**config.mk**
```make
export PLATFORM = sky130hd
export DESIGN_NAME = spi_regfile_peripheral_flat
export DESIGN_NICKNAME = d
export VERILOG_FILES = /design/src/rtl/spi_pkg.sv /design/src/rtl/spi_regfile_peripheral_if.sv /design/src/rtl/spi_sync_edge.sv /design/src/rtl/spi_regfile_peripheral.sv /design/src/flat_wrapper.sv
export SDC_FILE = /design/constraint.sdc
export NUM_CORES = 1
export LEC_CHECK = 0
export CORE_ASPECT_RATIO = 1.4
export CORE_MARGIN = 1.5
export CORE_UTILIZATION = 50
export CTS_CLUSTER_DIAMETER = 50
export DETAILED_ROUTE_END_ITERATION = 10
export PLACE_DENSITY_LB_ADDON = 0.1
export SYNTH_ARGS = -nofsm -noshare
export SYNTH_HDL_FRONTEND = slang
export SYNTH_HIERARCHICAL = 1
export SYNTH_SLANG_ARGS = --single-unit
```
**constraint.sdc**
```tcl
create_clock -name clk -period 3.05 [get_ports clk]
set_input_delay 0.915 -clock clk [delete_from_list [all_inputs] [get_ports clk]]
set_output_delay 0.915 -clock clk [all_outputs]
set_load 0.05 [all_outputs]
```
**src/rtl/spi_pkg.sv**
```systemverilog
// Shared definitions for the SPI register-file target: FSM encoding,
// R/W bit values and frame length helper.
package spi_pkg;
  typedef enum logic [1:0] {IDLE, CMD, DATA, DONE} spi_state_e;

  localparam logic RW_READ  = 1'b0;
  localparam logic RW_WRITE = 1'b1;

  function automatic int frame_bits(input int addr_w, input int data_w);
    return 1 + addr_w + data_w;
  endfunction
endpackage

```
**src/rtl/spi_regfile_peripheral_if.sv**
```systemverilog
// SPI pin bundle; the host side drives nCS/SCLK/copi, the target drives cipo/cipo_oe.
interface spi_regfile_peripheral_if;
  logic nCS;
  logic SCLK;
  logic copi;
  logic cipo;
  logic cipo_oe;

  modport master (output nCS, SCLK, copi, input cipo, cipo_oe);
  modport slave  (input nCS, SCLK, copi, output cipo, cipo_oe);
endinterface

```
**src/rtl/spi_sync_edge.sv**
```systemverilog
// Multi-flop synchroniser for an async input, with rise/fall pulses taken
// from the last two synchronised samples.
module spi_sync_edge #(
  parameter int   STAGES  = 2,
  parameter logic RST_VAL = 1'b0
) (
  input  logic clk,
  input  logic rst,
  input  logic d,
  output logic q,
  output logic rise,
  output logic fall
);
  // sh[STAGES-1] is the synchronised value, sh[STAGES] its previous sample
  logic [STAGES:0] sh;

  always_ff @(posedge clk or posedge rst)
    if (rst) sh <= {(STAGES+1){RST_VAL}};
    else     sh <= {sh[STAGES-1:0], d};

  assign q    = sh[STAGES-1];
  assign rise =  sh[STAGES-1] & ~sh[STAGES];
  assign fall = ~sh[STAGES-1] &  sh[STAGES];
endmodule

```
**src/rtl/spi_regfile_peripheral.sv**
```systemverilog
// SPI mode-0 target with read/write access to NUM_REGS registers of DATA_W bits.
// Frame: rw, addr[ADDR_W], data[DATA_W], MSB first; commits on frame completion.
module spi_regfile_peripheral
  import spi_pkg::*;
#(
  parameter int ADDR_W      = 7,
  parameter int DATA_W      = 8,
  parameter int NUM_REGS    = 5,
  parameter int SYNC_STAGES = 2
) (
  input  logic                       clk,
  input  logic                       rst,
  spi_regfile_peripheral_if.slave    spi,
  output logic [NUM_REGS*DATA_W-1:0] regs_q,
  output logic                       wr_strobe,
  output logic [ADDR_W-1:0]          wr_addr,
  output logic                       busy
);
  localparam int FRAME    = frame_bits(ADDR_W, DATA_W);
  localparam int CMD_BITS = 1 + ADDR_W;
  localparam int CNT_W    = $clog2(FRAME + 1);

  logic ncs_q, ncs_rise, ncs_fall;
  logic sclk_rise, sclk_fall, sclk_unused;
  logic copi_q;
  logic [1:0] copi_edge_unused;

  spi_sync_edge #(.STAGES(SYNC_STAGES), .RST_VAL(1'b1)) u_ncs (
    .clk(clk), .rst(rst), .d(spi.nCS), .q(ncs_q), .rise(ncs_rise), .fall(ncs_fall));
  spi_sync_edge #(.STAGES(SYNC_STAGES), .RST_VAL(1'b0)) u_sclk (
    .clk(clk), .rst(rst), .d(spi.SCLK), .q(sclk_unused), .rise(sclk_rise), .fall(sclk_fall));
  spi_sync_edge #(.STAGES(SYNC_STAGES), .RST_VAL(1'b0)) u_copi (
    .clk(clk), .rst(rst), .d(spi.copi), .q(copi_q),
    .rise(copi_edge_unused[0]), .fall(copi_edge_unused[1]));

  spi_state_e          state, state_nxt;
  logic [CNT_W-1:0]    cnt;
  logic [ADDR_W-1:0]   cmd_sh, addr;
  logic [ADDR_W:0]     cmd_nxt;
  logic [DATA_W-1:0]   data_sh, tx, rd_word;
  logic                rw, in_range, cmd_in_range, committed, cipo_oe;
  logic                cmd_last, data_last, abort, commit;

  assign cmd_nxt      = {cmd_sh, copi_q};
  assign cmd_in_range = ({1'b0, cmd_nxt[ADDR_W-1:0]} < (ADDR_W+1)'(NUM_REGS));
  assign commit       = (state == DONE) && !committed && (rw == RW_WRITE) && in_range;
  assign spi.cipo_oe  = cipo_oe;
  assign spi.cipo     = cipo_oe & tx[DATA_W-1];

  always_ff @(posedge clk or posedge rst)
    if (rst) state <= IDLE;
    else     state <= state_nxt;

  // Abort beats the last command bit, but the last data bit beats abort so
  // a frame whose final rise coincides with nCS rise still commits.
  always_comb begin
    state_nxt = state;
    cmd_last  = 1'b0;
    data_last = 1'b0;
    abort     = 1'b0;
    case (state)
      IDLE: if (ncs_fall) state_nxt = CMD;
      CMD: begin
        if (ncs_rise) begin
          abort = 1'b1; state_nxt = IDLE;
        end else if (sclk_rise && cnt == CNT_W'(CMD_BITS-1)) begin
          cmd_last = 1'b1; state_nxt = DATA;
        end
      end
      DATA: begin
        if (sclk_rise && cnt == CNT_W'(FRAME-1)) begin
          data_last = 1'b1; state_nxt = DONE;
        end else if (ncs_rise) begin
          abort = 1'b1; state_nxt = IDLE;
        end
      end
      DONE: if (ncs_q) state_nxt = IDLE;
      default: state_nxt = IDLE;
    endcase
  end

  always_comb begin
    rd_word = '0;
    for (int k = 0; k < NUM_REGS; k++)
      if (cmd_nxt[ADDR_W-1:0] == ADDR_W'(k)) rd_word = regs_q[k*DATA_W +: DATA_W];
  end

  always_ff @(posedge clk or posedge rst)
    if (rst) begin
      cnt <= '0; cmd_sh <= '0; data_sh <= '0; tx <= '0; addr <= '0;
      rw <= RW_READ; in_range <= 1'b0; committed <= 1'b0; cipo_oe <= 1'b0;
      wr_strobe <= 1'b0; wr_addr <= '0; busy <= 1'b0;
    end else begin
      wr_strobe <= commit;
      if (commit) wr_addr <= addr;
      if (state == DONE) committed <= 1'b1;
      if (state == DONE && ncs_q) busy <= 1'b0;
      if (state == IDLE && ncs_fall) begin
        cnt <= '0; cmd_sh <= '0; data_sh <= '0; tx <= '0;
        committed <= 1'b0; busy <= 1'b1;
      end
      if ((state == CMD || state == DATA) && sclk_rise && !abort && cnt != CNT_W'(FRAME))
        cnt <= cnt + 1'b1;
      if (state == CMD && sclk_rise && !abort) cmd_sh <= cmd_nxt[ADDR_W-1:0];
      if (cmd_last) begin
        rw       <= cmd_nxt[ADDR_W];
        addr     <= cmd_nxt[ADDR_W-1:0];
        in_range <= cmd_in_range;
        if (cmd_nxt[ADDR_W] == RW_READ) begin
          tx <= rd_word; cipo_oe <= 1'b1;
        end
      end
      if (state == DATA && sclk_rise && !abort) data_sh <= {data_sh[DATA_W-2:0], copi_q};
      // first data-phase fall has no preceding data rise: keep the MSB on cipo
      if (state == DATA && sclk_fall && cnt > CNT_W'(CMD_BITS)) tx <= {tx[DATA_W-2:0], 1'b0};
      if (data_last) cipo_oe <= 1'b0;
      if (abort) begin
        tx <= '0; cipo_oe <= 1'b0; busy <= 1'b0;
      end
    end

  for (genvar k = 0; k < NUM_REGS; k++) begin : g_reg
    logic [DATA_W-1:0] q;
    always_ff @(posedge clk or posedge rst)
      if (rst)                              q <= '0;
      else if (commit && addr == ADDR_W'(k)) q <= data_sh;
    assign regs_q[k*DATA_W +: DATA_W] = q;
  end
endmodule

```
**src/flat_wrapper.sv**
```systemverilog
// flat-port wrapper written by rule: the top's interface ports become plain ports
module spi_regfile_peripheral_flat import spi_pkg::*;
#(
  parameter int ADDR_W      = 7,
  parameter int DATA_W      = 8,
  parameter int NUM_REGS    = 5,
  parameter int SYNC_STAGES = 2
)
  (clk, rst, regs_q, wr_strobe, wr_addr, busy, spi_nCS, spi_SCLK, spi_copi, spi_cipo, spi_cipo_oe);
  spi_regfile_peripheral_if spi_i ();
  input  logic clk;
  input  logic rst;
  output logic [NUM_REGS*DATA_W-1:0] regs_q;
  output logic wr_strobe;
  output logic [ADDR_W-1:0] wr_addr;
  output logic busy;
  input wire logic [$bits(spi_i.nCS)-1:0] spi_nCS;
  input wire logic [$bits(spi_i.SCLK)-1:0] spi_SCLK;
  input wire logic [$bits(spi_i.copi)-1:0] spi_copi;
  output wire logic [$bits(spi_i.cipo)-1:0] spi_cipo;
  output wire logic [$bits(spi_i.cipo_oe)-1:0] spi_cipo_oe;
  assign spi_i.nCS = spi_nCS;
  assign spi_i.SCLK = spi_SCLK;
  assign spi_i.copi = spi_copi;
  assign spi_cipo = spi_i.cipo;
  assign spi_cipo_oe = spi_i.cipo_oe;
  spi_regfile_peripheral #(.ADDR_W(ADDR_W), .DATA_W(DATA_W), .NUM_REGS(NUM_REGS), .SYNC_STAGES(SYNC_STAGES)) u_core (.clk(clk), .rst(rst), .spi(spi_i), .regs_q(regs_q), .wr_strobe(wr_strobe), .wr_addr(wr_addr), .busy(busy));
endmodule
```
==> results.txt <==
----------------------------------------------------
[Run status]
  Run status ... finished clean

[Floorplan]
  Die Y ... 114 µm
  Chip width ... 82.3 µm
  Placement row count ... 40
  Floorplan Core Area ... 8560 µm²
  Number of I/O pins ... 56
  Die Outline Area ... 9380 µm²
  Starting Density ... 51.4%

[Flow run]
  Max-capacitance violation count ... 0

[CTS]
  CTS Hold Bufs ... 0
  Register clock-pin slew on the reported worst setup and hold paths ... 60 ps
  TritonCTS clock tree ... yes
  Inserted Clock Buffers ... 9
  Setup Buffers After CTS ... 0
  Cell chosen for the clock root ... sky130_fd_sc_hd__clkbuf_16
  Post-cts gate resize count ... 0
  H-tree level count ... 3
  Deepest clock path buffer count ... 2
  Worst-skew pair later-pin latency ... 340 ps
  Clock Sink Count ... 98

[Cells and area]
  Layout net count ... 452
  Layout filler cell count ... 684
  Number of standard cells in the layout, taps in and fillers out ... 549
  Fraction of final layout cells sized beyond drive strength 1 ... 20.3%
  Synthesis-to-finish area growth ... 22.9%
  Ant. Diodes ... 0

[Worst setup path]
  Cell type of the slowest stage on the worst timing path ... sky130_fd_sc_hd__nor3b_4
  Critical path arrival ... 2820 ps
  Critical path startpoint ... u_core/state[0]
  Worst R2R Start ... u_core/state[0]
  Maximum fanout count along the critical path ... 9
  Highest cell delay on the worst timing path ... 600 ps
  Cell Chain, Critical Path ... ha_1 -> nand4b_4 -> nand2b_1 -> or2_0 -> nor3b_4 -> mux2_2
  Reg2reg path depth ... 6
  Crit path kind ... flip-flop to flip-flop
  Flop2flop setup slack ... 450 ps
  Nature of the critical path startpoint ... flip-flop
  Setup crit end kind ... flip-flop
  CP required ... 3270 ps

[Timing]
  Final setup violating endpoints ... 0
  Final worst path period share ... 85.4%
  Achievable Freq ... 384 MHz
  Final Hold Slack ... 350 ps
  Final count of pins violating max slew ... 0
  Unrepaired setup endpoints after global routing ... false
  Final Skew ... 8.21 ps
  Post-route minimum period ... 2600 ps
  Number of endpoints with negative hold slack in the final report ... 0
  Aggregate negative setup slack ... 0 ps
  Worst slew pin tran ... 857 ps
  Slew headroom ... 42.0%

[Global route]
  Global router's overall resource usage ... 23.2%
  Vias in the first global route ... 3131
  GRT overflow ... 0
  Number of antenna violations at the first check in global routing ... 0
  Maximum number of pins on one net before global-route repair ... 82
  Wire length of the first global-routing pass ... 16.2 mm

[Pwr]
  Switching pwr ... 0.940 mW
  Clock group share of total power ... 36.9%
  Maximum ir drop on the vdd rail ... 379 µV
  Combinational group share of total power ... 17.8%
  Power density over cell area ... 603 nW/µm²
  Total leakage power ... 2.56 nW
  Reg power frac ... 45.3%
  P_int ... 2.32 mW
  Share of total power consumed by net switching ... 28.8%

[Drt]
  Post-route DRC ... 0
  Iteration-0 DRC Markers ... 262
  Residual antenna-violating net count after detailed routing ... 0
  Post-DR wirelength/cell ... 17.9 µm
  Detailed Routing Iterations Pass 1 ... 5
  Total via count after detailed routing ... 3163
  Drt via density ... 5.76
  Routed wire length ... 9.84 mm

[Placement]
  HPWL after detailed placement ... 6.57 mm
  Count of input and output buffers ... 55
  Placer's final routability congestion estimate ... 0.840
  Inst Count DP ... 533

[Worst hold path]
  Cell count of the worst hold path ... 0
  Worst hold path class ... flip-flop to flip-flop
  Launch point of the worst hold path ... u_core/u_sclk/sh[0]

[Yosys]
  Syn_nets ... 393
  Number of cells produced by synthesis ... 380
  Number of warnings reported in the yosys synthesis log ... 6
  Mapped cell area ... 4400 µm²
  Average cell area after synthesis ... 11.6 µm²

----------------------------------------------------
[critical path: cells and delay by family, from the launching register on]
kind	cells	cell delay (ps)
simple gates	4	1410
flops	1	370
fa+ha+maj	1	300
mux	1	400
[state kept, by name, indices dropped and copies added (netlist names), 2 cells and up]
name / cells
u_core/g.q: 40
u_core/data_sh: 8
u_core/tx: 8
u_core/addr: 7
u_core/cmd_sh: 7
u_core/wr_addr: 7
u_core/cnt: 5
u_core/u_ncs/sh: 3
u_core/u_sclk/sh: 3
u_core/state: 2
u_core/u_copi/sh: 2
[routing by layer]
metal  GRT usage (%)  up-vias  share of wire [%]
met2            35.3       82                 49
met4            7.91        0                1.2
li1                -     1473                  -
met1            33.0     1596                 45
met3            4.40       12                4.8
met5               0        -                  0
[per-stage QoR]
stage	setup slack, ps	util (%)	power, mW	instance area [µm²]
2_1_floorplan	933	-	1.88	4410
3_3_place_gp	582	59.5	2.06	5090
3_5_place_dp	497	59.5	2.08	5090
4_1_cts	456	63.2	3.29	5410
5_1_grt	271	63.2	3.43	5410
6_report	446	63.2	3.26	5410
[worst paths after layout]
path / to
worst min register to register: u_core/u_sclk/sh[1]
max in group asynchronous: u_core/wr_addr[3]
worst max register to register: u_core/g_reg[2].q[0]
worst min-delay path: u_core/u_sclk/sh[1]
min in group asynchronous: u_core/u_copi/sh[0]
worst max-delay path: u_core/g_reg[2].q[0]
[layout make-up]
type	instances	area, µm²	share of cell area, %
Clock buffer	11	243	4.49
Clock inverter	5	77.6	1.43
Inverter	22	86.3	1.60
Multi-Input combinational cell	246	1800	33.3
Sequential cell	98	2460	45.4
Tap cell	105	131	2.43
Timing Repair Buffer	62	616	11.4
[placed cells by master (no fill, tap or decap), types with 6 or more instances in the layout]
cell type	count
sky130_fd_sc_hd__nor2_1	12
sky130_fd_sc_hd__buf_4	6
sky130_fd_sc_hd__nand2_1	43
sky130_fd_sc_hd__o21ai_0	17
sky130_fd_sc_hd__clkdlybuf4s50_1	55
sky130_fd_sc_hd__nor3_1	8
sky130_fd_sc_hd__mux2_2	54
sky130_fd_sc_hd__o22ai_1	7
sky130_fd_sc_hd__nand3_1	32
sky130_fd_sc_hd__inv_1	19
sky130_fd_sc_hd__clkbuf_16	9
sky130_fd_sc_hd__ha_1	8
sky130_fd_sc_hd__dfrtp_1	95
sky130_fd_sc_hd__a221o_1	7
[power by group through the flow]
| stage | Sequential (mW) | Combinational, mW | Clock [mW] |
|---|---|---|---|
| 3_3_place_gp | 1.50 | 0.566 | 0 |
| 3_5_place_dp | 1.50 | 0.575 | 0 |
| 5_1_grt | 1.49 | 0.639 | 1.30 |
| 6_report | 1.48 | 0.579 | 1.21 |
| 2_1_floorplan | 1.47 | 0.411 | 0 |
| 4_1_cts | 1.48 | 0.580 | 1.24 |
No activity file was read; power rests on OpenSTA's default activity.
